## config.mk

```make
export PLATFORM = sky130hd
export DESIGN_NAME = rv32i_inst_encoder
export DESIGN_NICKNAME = d
export VERILOG_FILES = /design/src/rtl/rv32i_inst_encoder_pkg.sv /design/src/rtl/rv32i_encode_core.sv /design/src/rtl/rv32i_inst_encoder.sv
export SDC_FILE = /design/constraint.sdc
export NUM_CORES = 1
export LEC_CHECK = 0
export BUFFER_PORTS_ARGS = -buffer_cell sky130_fd_sc_hd__buf_4
export CAP_MARGIN = 20
export CELL_PAD_IN_SITES_DETAIL_PLACEMENT = 0
export CELL_PAD_IN_SITES_GLOBAL_PLACEMENT = 1
export CORE_ASPECT_RATIO = 1.2
export CORE_MARGIN = 5
export CORE_UTILIZATION = 41
export DETAILED_ROUTE_END_ITERATION = 10
export GPL_TIMING_DRIVEN = 0
export PLACE_DENSITY = 0.91
export SLEW_MARGIN = 20
export SYNTH_ARGS = -nofsm -noshare
export SYNTH_HDL_FRONTEND = slang
export SYNTH_SLANG_ARGS = --single-unit
```

## constraint.sdc

```tcl
create_clock -name clk -period 2.6 [get_ports clk]
set_clock_uncertainty 0.15 [all_clocks]
set_input_delay 0.39 -clock clk [delete_from_list [all_inputs] [get_ports clk]]
set_output_delay 0.39 -clock clk [all_outputs]
set_load 0.01 [all_outputs]
```

## src/rtl/rv32i_inst_encoder_pkg.sv

```systemverilog
// Shared RV32I encodings for the instruction encoder: opcodes, formats,
// the canonical NOP and a small signed range helper.
package rv32i_inst_encoder_pkg;

    typedef logic [31:0] rv32i_word;

    typedef enum logic [6:0] {
        op_lui   = 7'b0110111,
        op_auipc = 7'b0010111,
        op_jal   = 7'b1101111,
        op_jalr  = 7'b1100111,
        op_br    = 7'b1100011,
        op_load  = 7'b0000011,
        op_store = 7'b0100011,
        op_imm   = 7'b0010011,
        op_reg   = 7'b0110011,
        op_csr   = 7'b1110011
    } opcode_t;

    typedef enum logic [2:0] {
        fmt_r,
        fmt_i,
        fmt_s,
        fmt_b,
        fmt_u,
        fmt_j
    } inst_fmt_t;

    // addi x0,x0,0 -- emitted in place of any rejected request
    localparam rv32i_word NOP_INST = 32'h0000_0013;

    localparam logic [2:0] F3_ADD = 3'b000;
    localparam logic [2:0] F3_SLL = 3'b001;
    localparam logic [2:0] F3_SR  = 3'b101;

    // True when v, read as a two's-complement value, lies in [lo, hi]
    function automatic logic in_range(input logic [31:0] v, input int lo, input int hi);
        return ($signed(v) >= lo) && ($signed(v) <= hi);
    endfunction

endpackage

```

## src/rtl/rv32i_encode_core.sv

```systemverilog
// Pure combinational field packer: request fields -> {instruction, illegal}.
// An illegal request always yields the canonical NOP.
module rv32i_encode_core
    import rv32i_inst_encoder_pkg::*;
#(
    parameter bit CHECK_IMM = 1'b1
) (
    input  logic [6:0]  i_opcode,
    input  logic [2:0]  i_funct3,
    input  logic        i_alt,
    input  logic [4:0]  i_rd,
    input  logic [4:0]  i_rs1,
    input  logic [4:0]  i_rs2,
    input  logic [31:0] i_imm,
    output logic [31:0] o_inst,
    output logic        o_illegal
);

    logic      w_known;
    logic      w_f3_bad;
    logic      w_alt_ok;
    logic      w_is_shift;
    logic      w_is_csr;
    logic      w_imm_bad;
    logic      w_illegal;
    inst_fmt_t w_fmt;
    rv32i_word w_packed;

    // Classify the opcode: format, funct3 legality and whether bit30 may be set
    always_comb begin
        w_known    = 1'b1;
        w_fmt      = fmt_i;
        w_f3_bad   = 1'b0;
        w_alt_ok   = 1'b0;
        w_is_shift = 1'b0;
        w_is_csr   = 1'b0;
        case (i_opcode)
            op_lui, op_auipc: w_fmt = fmt_u;
            op_jal:           w_fmt = fmt_j;
            op_jalr: begin
                w_fmt    = fmt_i;
                w_f3_bad = (i_funct3 != 3'b000);
            end
            op_br: begin
                w_fmt    = fmt_b;
                w_f3_bad = (i_funct3 == 3'b010) || (i_funct3 == 3'b011);
            end
            op_load: begin
                w_fmt    = fmt_i;
                w_f3_bad = (i_funct3 == 3'b011) || (i_funct3 == 3'b110) || (i_funct3 == 3'b111);
            end
            op_store: begin
                w_fmt    = fmt_s;
                w_f3_bad = (i_funct3 > 3'b010);
            end
            op_imm: begin
                w_fmt      = fmt_i;
                w_is_shift = (i_funct3 == F3_SLL) || (i_funct3 == F3_SR);
                w_alt_ok   = (i_funct3 == F3_SR);
            end
            op_reg: begin
                w_fmt    = fmt_r;
                w_alt_ok = (i_funct3 == F3_ADD) || (i_funct3 == F3_SR);
            end
            op_csr: begin
                w_fmt    = fmt_i;
                w_is_csr = 1'b1;
            end
            default: w_known = 1'b0;
        endcase
    end

    // Immediate range/alignment check; a CSR address is an unsigned 12-bit value
    always_comb begin
        w_imm_bad = 1'b0;
        case (w_fmt)
            fmt_i: begin
                if (w_is_shift)
                    w_imm_bad = |i_imm[31:5];
                else if (w_is_csr)
                    w_imm_bad = |i_imm[31:12];
                else
                    w_imm_bad = !in_range(i_imm, -2048, 2047);
            end
            fmt_s:   w_imm_bad = !in_range(i_imm, -2048, 2047);
            fmt_b:   w_imm_bad = i_imm[0] || !in_range(i_imm, -4096, 4094);
            fmt_u:   w_imm_bad = |i_imm[11:0];
            fmt_j:   w_imm_bad = i_imm[0] || !in_range(i_imm, -(1 << 20), (1 << 20) - 2);
            default: w_imm_bad = 1'b0;
        endcase
    end

    // Scatter the fields into the instruction word for the selected format
    always_comb begin
        w_packed = NOP_INST;
        case (w_fmt)
            fmt_r: w_packed = {1'b0, i_alt, 5'b0, i_rs2, i_rs1, i_funct3, i_rd, i_opcode};
            fmt_i: begin
                if (w_is_shift)
                    w_packed = {1'b0, i_alt, 5'b0, i_imm[4:0], i_rs1, i_funct3, i_rd, i_opcode};
                else
                    w_packed = {i_imm[11:0], i_rs1, i_funct3, i_rd, i_opcode};
            end
            fmt_s: w_packed = {i_imm[11:5], i_rs2, i_rs1, i_funct3, i_imm[4:0], i_opcode};
            fmt_b: w_packed = {i_imm[12], i_imm[10:5], i_rs2, i_rs1, i_funct3,
                               i_imm[4:1], i_imm[11], i_opcode};
            fmt_u: w_packed = {i_imm[31:12], i_rd, i_opcode};
            fmt_j: w_packed = {i_imm[20], i_imm[10:1], i_imm[11], i_imm[19:12], i_rd, i_opcode};
            default: w_packed = NOP_INST;
        endcase
    end

    assign w_illegal = !w_known || w_f3_bad || (i_alt && !w_alt_ok) || (CHECK_IMM && w_imm_bad);
    assign o_illegal = w_illegal;
    assign o_inst    = w_illegal ? NOP_INST : w_packed;

endmodule

```

## src/rtl/rv32i_inst_encoder.sv

```systemverilog
// RV32I instruction encoder: valid/ready request side, small strict-order
// output FIFO of {inst, illegal}, and saturating delivered-word statistics.
module rv32i_inst_encoder
    import rv32i_inst_encoder_pkg::*;
#(
    parameter int DEPTH     = 2,
    parameter int CNT_W     = 16,
    parameter bit CHECK_IMM = 1'b1
) (
    input  logic             clk,
    input  logic             rst,
    input  logic             in_valid,
    output logic             in_ready,
    input  logic [6:0]       in_opcode,
    input  logic [2:0]       in_funct3,
    input  logic             in_alt,
    input  logic [4:0]       in_rd,
    input  logic [4:0]       in_rs1,
    input  logic [4:0]       in_rs2,
    input  logic [31:0]      in_imm,
    output logic             out_valid,
    input  logic             out_ready,
    output logic [31:0]      out_inst,
    output logic             out_illegal,
    output logic [CNT_W-1:0] enc_count,
    output logic [CNT_W-1:0] err_count
);

    localparam int PTR_W  = (DEPTH > 1) ? $clog2(DEPTH) : 1;
    localparam int CNT_FW = $clog2(DEPTH + 1);

    logic [PTR_W-1:0]        r_head;
    logic [PTR_W-1:0]        r_tail;
    logic [CNT_FW-1:0]       r_count;
    logic                    r_ready_en;
    logic [CNT_W-1:0]        r_enc_count;
    logic [CNT_W-1:0]        r_err_count;
    logic [DEPTH-1:0][32:0]  w_slot;
    logic [32:0]             w_head;
    logic [31:0]             w_enc_inst;
    logic                    w_enc_illegal;
    logic                    w_push;
    logic                    w_pop;

    function automatic logic [PTR_W-1:0] ptr_inc(input logic [PTR_W-1:0] p);
        return (p == PTR_W'(DEPTH - 1)) ? '0 : p + 1'b1;
    endfunction

    rv32i_encode_core #(
        .CHECK_IMM (CHECK_IMM)
    ) u_core (
        .i_opcode  (in_opcode),
        .i_funct3  (in_funct3),
        .i_alt     (in_alt),
        .i_rd      (in_rd),
        .i_rs1     (in_rs1),
        .i_rs2     (in_rs2),
        .i_imm     (in_imm),
        .o_inst    (w_enc_inst),
        .o_illegal (w_enc_illegal)
    );

    // Full FIFO refuses a push even when the head is popped in the same cycle
    assign in_ready  = r_ready_en && (r_count < CNT_FW'(DEPTH));
    assign out_valid = (r_count != '0);
    assign w_push    = in_valid && in_ready;
    assign w_pop     = out_valid && out_ready;

    genvar gi;
    generate
        for (gi = 0; gi < DEPTH; gi++) begin : g_slot
            logic [32:0] r_entry;

            // Capture the encoded request when this slot is the tail
            always_ff @(posedge clk or negedge rst) begin
                if (!rst)
                    r_entry <= '0;
                else if (w_push && (r_tail == PTR_W'(gi)))
                    r_entry <= {w_enc_inst, w_enc_illegal};
            end

            assign w_slot[gi] = r_entry;
        end
    endgenerate

    assign w_head      = w_slot[r_head];
    assign out_inst    = out_valid ? w_head[32:1] : '0;
    assign out_illegal = out_valid && w_head[0];
    assign enc_count   = r_enc_count;
    assign err_count   = r_err_count;

    // Hold off acceptance until the first edge after reset release
    always_ff @(posedge clk or negedge rst) begin
        if (!rst)
            r_ready_en <= 1'b0;
        else
            r_ready_en <= 1'b1;
    end

    // Head/tail pointers and occupancy
    always_ff @(posedge clk or negedge rst) begin
        if (!rst) begin
            r_head  <= '0;
            r_tail  <= '0;
            r_count <= '0;
        end else begin
            if (w_push)
                r_tail <= ptr_inc(r_tail);
            if (w_pop)
                r_head <= ptr_inc(r_head);
            case ({w_push, w_pop})
                2'b10:   r_count <= r_count + 1'b1;
                2'b01:   r_count <= r_count - 1'b1;
                default: r_count <= r_count;
            endcase
        end
    end

    // Delivered-word statistics, counted on pop and held at all-ones
    always_ff @(posedge clk or negedge rst) begin
        if (!rst) begin
            r_enc_count <= '0;
            r_err_count <= '0;
        end else if (w_pop) begin
            if (w_head[0]) begin
                if (r_err_count != '1)
                    r_err_count <= r_err_count + 1'b1;
            end else begin
                if (r_enc_count != '1)
                    r_enc_count <= r_enc_count + 1'b1;
            end
        end
    end

endmodule

```

## Yosys cells after proc, flatten, opt, wreduce, memory -nomap -nowiden

Index checks and enable logic that the tools add are counted.

| cells by class | value |
|---|---|
| add/sub/neg operators | 6 |
| $lt $le $gt $ge | 9 |
| equality and inequality tests | 25 |
| muxes and demuxes | 18 |
| bitwise logic cells | 2 |
| reduce and logical (&&, ||, !) cells | 37 |

Operator list:

| operator | count |
|---|---|
| case mux 32 bit (6 select lines) | 1 |
| 2-to-1 mux 32 bit | 3 |
| 2-to-1 mux 33 bit | 2 |
| adder 16 x 1 -> 16 bit, second input constant | 2 |
| greater-or-equal comparator 32 x 12 -> 1 bit, second input constant | 1 |
| greater-or-equal comparator 32 x 13 -> 1 bit, second input constant | 1 |
| greater-or-equal comparator 32 x 21 -> 1 bit, second input constant | 1 |
| <= comparator 32 x 12 -> 1 bit, second input constant | 1 |
| <= comparator 32 x 13 -> 1 bit, second input constant | 1 |
| <= comparator 32 x 21 -> 1 bit, second input constant | 1 |
| inequality test 16 bit, second input constant | 2 |
| == test 7 bit, second input constant | 4 |
| OR reduction 27 bit | 1 |
| == test 7 x 6 -> 1 bit, second input constant | 3 |
| OR reduction 20 bit | 1 |
| == test 3 bit, second input constant | 5 |
| case mux 3 bit (5 select lines) | 1 |
| == test 7 x 5 -> 1 bit, second input constant | 2 |
| == test 3 x 2 -> 1 bit, second input constant | 4 |
| OR reduction 12 bit | 1 |
| logical AND 1 bit | 10 |
| logical OR 1 bit | 10 |
| OR reduction 10 bit | 1 |
| == test 7 x 2 -> 1 bit, second input constant | 1 |
| other kinds (21) | 37 |

| word-level totals | value |
|---|---|
| register bits after elaboration | 103 |
| input bits | 62 |
| output and inout port bits | 67 |

## Longest topological paths before layout

| depth | value |
|---|---|
| depth in word-level cells | 8 |
| depth in mapped cells | 9 |
| depth with buffers taken out | 7 |

## Modules after synthesis

Synthesis repeated with hierarchy kept, for this count alone.

| second synthesis, totals | value |
|---|---|
| cell total of the unflattened synthesis | 561 |
| area total of the unflattened synthesis | 6,019.5 µm² |

By module, submodules not included:

| module | times used | cells an instance | area each (µm²) |
|---|---|---|---|
| rv32i_inst_encoder | 1 | 377 | 4,703.3 |
| rv32i_encode_core | 1 | 184 | 1,316.3 |

## Least setup slack after synthesis

Ideal clock, no wire load.

| path | value |
|---|---|
| path kind | input to register |
| start | input port in_opcode[5] |
| end | register g_slot[0].r_entry[0] |
| arrival time | 2.226 ns |
| required time | 2.325 ns |
| slack | 0.099 ns |
| stages on the path | 8 |
| buffers on the path | 2 |
| path through | or3b_1 > or4_1 > a31oi_1 > a41oi_1 > a211o_1 > buf_6 > buf_6 > mux2_2 |

| between the ends | value |
|---|---|
| longest elaborated chain between the ends | 7 |

RTL lines:

| element | line | source |
|---|---|---|
| from (decl) | rv32i_inst_encoder.sv:14 | `input logic [6:0] in_opcode,` |
| branches (longest 6 deep; another with == test 7 x 6 -> 1 bit) | -- |  |
| logical OR 1 bit * | rv32i_encode_core.sv:113 | `assign w_illegal = !w_known \|\| w_f3_bad \|\| (i_alt && !w_alt_ok) \|\| (CHECK_IMM && w_imm_bad);` |
| to (signal assigned) | rv32i_inst_encoder.sv:79 | `r_entry <= {w_enc_inst, w_enc_illegal};` |
| to (decl) | rv32i_inst_encoder.sv:72 | `logic [32:0] r_entry;` |

Every way passes the cells marked *.
A chain may end at the register's enable or synchronous reset.

## Final worst setup path

| path | value |
|---|---|
| start | input port in_opcode[5] |
| end | register g_slot[0].r_entry[11] |

| between the ends | value |
|---|---|
| longest elaborated chain between the ends | 8 |

RTL lines:

| element | line | source |
|---|---|---|
| branches (longest 7 deep; another with == test 7 x 6 -> 1 bit) | -- |  |
| 2-to-1 mux 32 bit * | rv32i_encode_core.sv:115 | `assign o_inst = w_illegal ? NOP_INST : w_packed;` |

Marks and branches as above.

==> results.cfg <==
[setup_path]
worstPathBufferInverterCount = 3
crit_start_category = primary input
reg2regPathDepth = 7
longest_individual_stage_delay_on_the_worst_path_ns = 0.44
critPathKind = in -> reg
critical_path_required_ns = 2.71
crit_fanout = 10
crit_chain = buf_4 -> or3b_1 -> or4_1 -> a31oi_1 -> a41oi_1 -> a211o_1 -> buf_6 -> clkbuf_1 -> o21ai_0
critical_path_depth = 9
r2r_setup_slack_ns = 0.20
critical_path_arrival_ns = 2.60
cpLargestDelayFamily = compound AO/OA/AOI/OAI gates
critical-path-slowest-cell = or3b_1
cp-end-kind = flip-flop

[timing]
worst_hold_slack_ns = -0.00362
worstMarginPinSlew_ns = 0.931
finalCritPeriodShare = 0.958
setup_violations = 0
final.setup.worst_slack_ns = 0.110
relSlewSlack = 0.379
post-route-min-period_ns = 2.49
report.final.hold_viol_count = 4
report.final.slew_viol_count = 0
grt_setup_unrepaired = false
max_clock_freq_ghz = 0.402

[pwr]
leakagePower_nw = 3.23
vdd.ir_drop.worst_v = 0.000497
pwr_density_cell_nw_per_um2 = 675

[routing]
route.detailed.drc = 0
routed_wirelength_mm = 16.9
avgViaCountPerCell = 5.58
first_iter_violations = 336
drtAntennaViolNets = 0
detailedRoute.firstPassIterationCount = 6
wl_per_cell_um = 18.7
routed-via-count = 5026

[global_routing]
grt_antenna_before_repair = 0
vias_in_the_first_global_route = 5012
wire_length_of_the_first_global_routing_pass_mm = 26.6
grt_remaining_overflow = 0
grtUsageTotal = 0.216
pin_count_of_the_biggest_net_entering_global_routing = 104

[clocking]
h-tree-depth = 3
clock_sinks = 103
tritoncts.num_buffers = 9
root_cell_of_the_clock_tree = clkbuf_16
clkSlewWorstSetupHoldPaths_ns = 0.07
clock_buffer_depth = 2
cts.repair_timing.setup_buffer_count = 0
hold_buffers = 0
cts_tree = built
clk-insertion-delay-late_ns = 0.35

[synth]
mappedNetlistArea_um2 = 5510
synth_cell_types = 54
mappedNetlistNets = 656
yosys_warnings = 0
yosys.cell_count.top_type = nand2_1
share_of_the_yosys_chip_area_belonging_to_registers = 0.468
yosys-top-cells-area = dfrtp_1 47%, nand2_1 7.6%, mux2i_1 7.1%, xnor2_1 4.1%, o21ai_0 3.8%
synth_top_area_frac = 0.468
synth-async-reset-ratio = 1.00
post-synth-top-area-cell = dfrtp_1
synth_common_cells = 111 x nand2_1, 103 x dfrtp_1, 50 x nor2_1, 42 x o21ai_0, 39 x mux2i_1
post_synthesis_area_per_instance_um2 = 9.32
ys_dominant_reg_cell = dfrtp_1
synth-seq-cells = 103
synthesis.instances = 591
synth_enable_flop_cells = 0

[floorplanning]
dieHeight_um = 137
placement_rows = 46
top_level_ports = 129
design.core.area_um2 = 13200
die_width_um = 116
initial_core_util = 0.418
floorplan.die_area_um2 = 15900

[place]
hpwl_mm = 13.0
gpl.final_weighted_congestion = 0.906
port_buffers = 128
postPlaceCellArea_um2 = 6680
pre_cts_slack_ns = -0.407

[finish]
final_net_count = 794
syn2layout_area_growth_pct = 27.1
antennaDiodeCount = 0
final_cell_area_um2 = 7000
post_route_cells_drive_above_1_share = 0.240

[worst_hold_path]
hold_path.class = in -> async

[outcome]
outcome = finished, violations left
violations = hold timing

[job]
max_cap_viol_count = 0
-- placed cells by master, fill, tap and decap left out, types with 7 or more instances in the layout --
master     count
mux2_2        10
xor2_1         8
buf_4        127
clkbuf_1      18
nand3_1       20
nand4_1       16
nor2_1        49
nand2b_1       8
mux2i_1       39
o21ai_0       41
nand2_1      111
o31ai_1       23
clkbuf_2       7
and3_1        13
clkbuf_16      9
xnor2_1       26
dfrtp_1      103
a22o_1         9
-- sequential cells by signal (all words and copies together) (netlist names) --
register	cells
r_count	2
enc_count	16
r_tail	1
err_count	16
r_head	1
r_ready_en	1
g_slot.r_entry	66
-- metrics by stage --
step                      setup TNS, ns   util  std cells  total power, mW  hold slack (ns)
after floorplan                       0      -        591             2.75          -0.0556
after global placement           -21.07  0.507        887             3.39            0.299
after detailed placement         -20.03  0.507        887             3.43            0.302
after CTS                             0  0.531        902             4.77           0.0443
after global routing                  0  0.531        901             4.96           0.0807
final                                 0  0.531        901             4.72         -0.00362
-- layer usage --
metal	vias up	global-route usage	routed length, um
met2	191	0.346	8050
met1	2447	0.280	6990
met3	28	0.0429	1220
li1	2360	-	-
met4	0	0.0993	602
met5	-	0	0
-- repair_timing --
item	CTS	global route
pin swaps	0	0
endpoints found under the hold margin	0	0
setup endpoints to repair	47	54
gates resized for setup	7	10
-- kinds of logic after synthesis --
group | after synthesis | synth area share
compound gates | 106 | 0.129
xor+xnor | 34 | 0.0541
fa+ha+maj | 3 | 0.00682
buf+inv | 41 | 0.0341
flops | 103 | 0.468
mux | 49 | 0.0913
other cells | 1 | 0.000681
simple gates | 254 | 0.216
-- layout make-up --
cell class	count	area [um^2]
inverter	6	22.5
tap	168	210
fill	1228	6180
timing repair buffer	128	965
clock inverter	5	60.1
clock buffer	10	229
buffer	34	170
multi-input combinational	447	2770
sequential	103	2580
-- path summary, 6_finish.rpt --
check | startpoint | end
worst max-delay path | in_opcode[5] | g_slot[0].r_entry[11]$_DFFE_PN0P_
worst min-delay path | rst | enc_count[6]$_DFFE_PN0P_
worst max register to register | enc_count[3]$_DFFE_PN0P_ | enc_count[15]$_DFFE_PN0P_
worst min register to register | g_slot[1].r_entry[2]$_DFFE_PN0P_ | g_slot[1].r_entry[2]$_DFFE_PN0P_
max in group asynchronous | rst | err_count[8]$_DFFE_PN0P_
min in group clk | in_valid | r_tail$_DFFE_PN0P_
-- power breakdown --
| part | internal [mW] | leakage [nW] | switching, mW |
|---|---|---|---|
| Sequential | 1.77 | 1.37 | 0.173 |
| Combinational | 0.622 | 1.72 | 0.832 |
| Clock | 0.743 | 0.139 | 0.585 |
| Total | 3.13 | 3.23 | 1.59 |
Power figures use the tool's default switching activity.
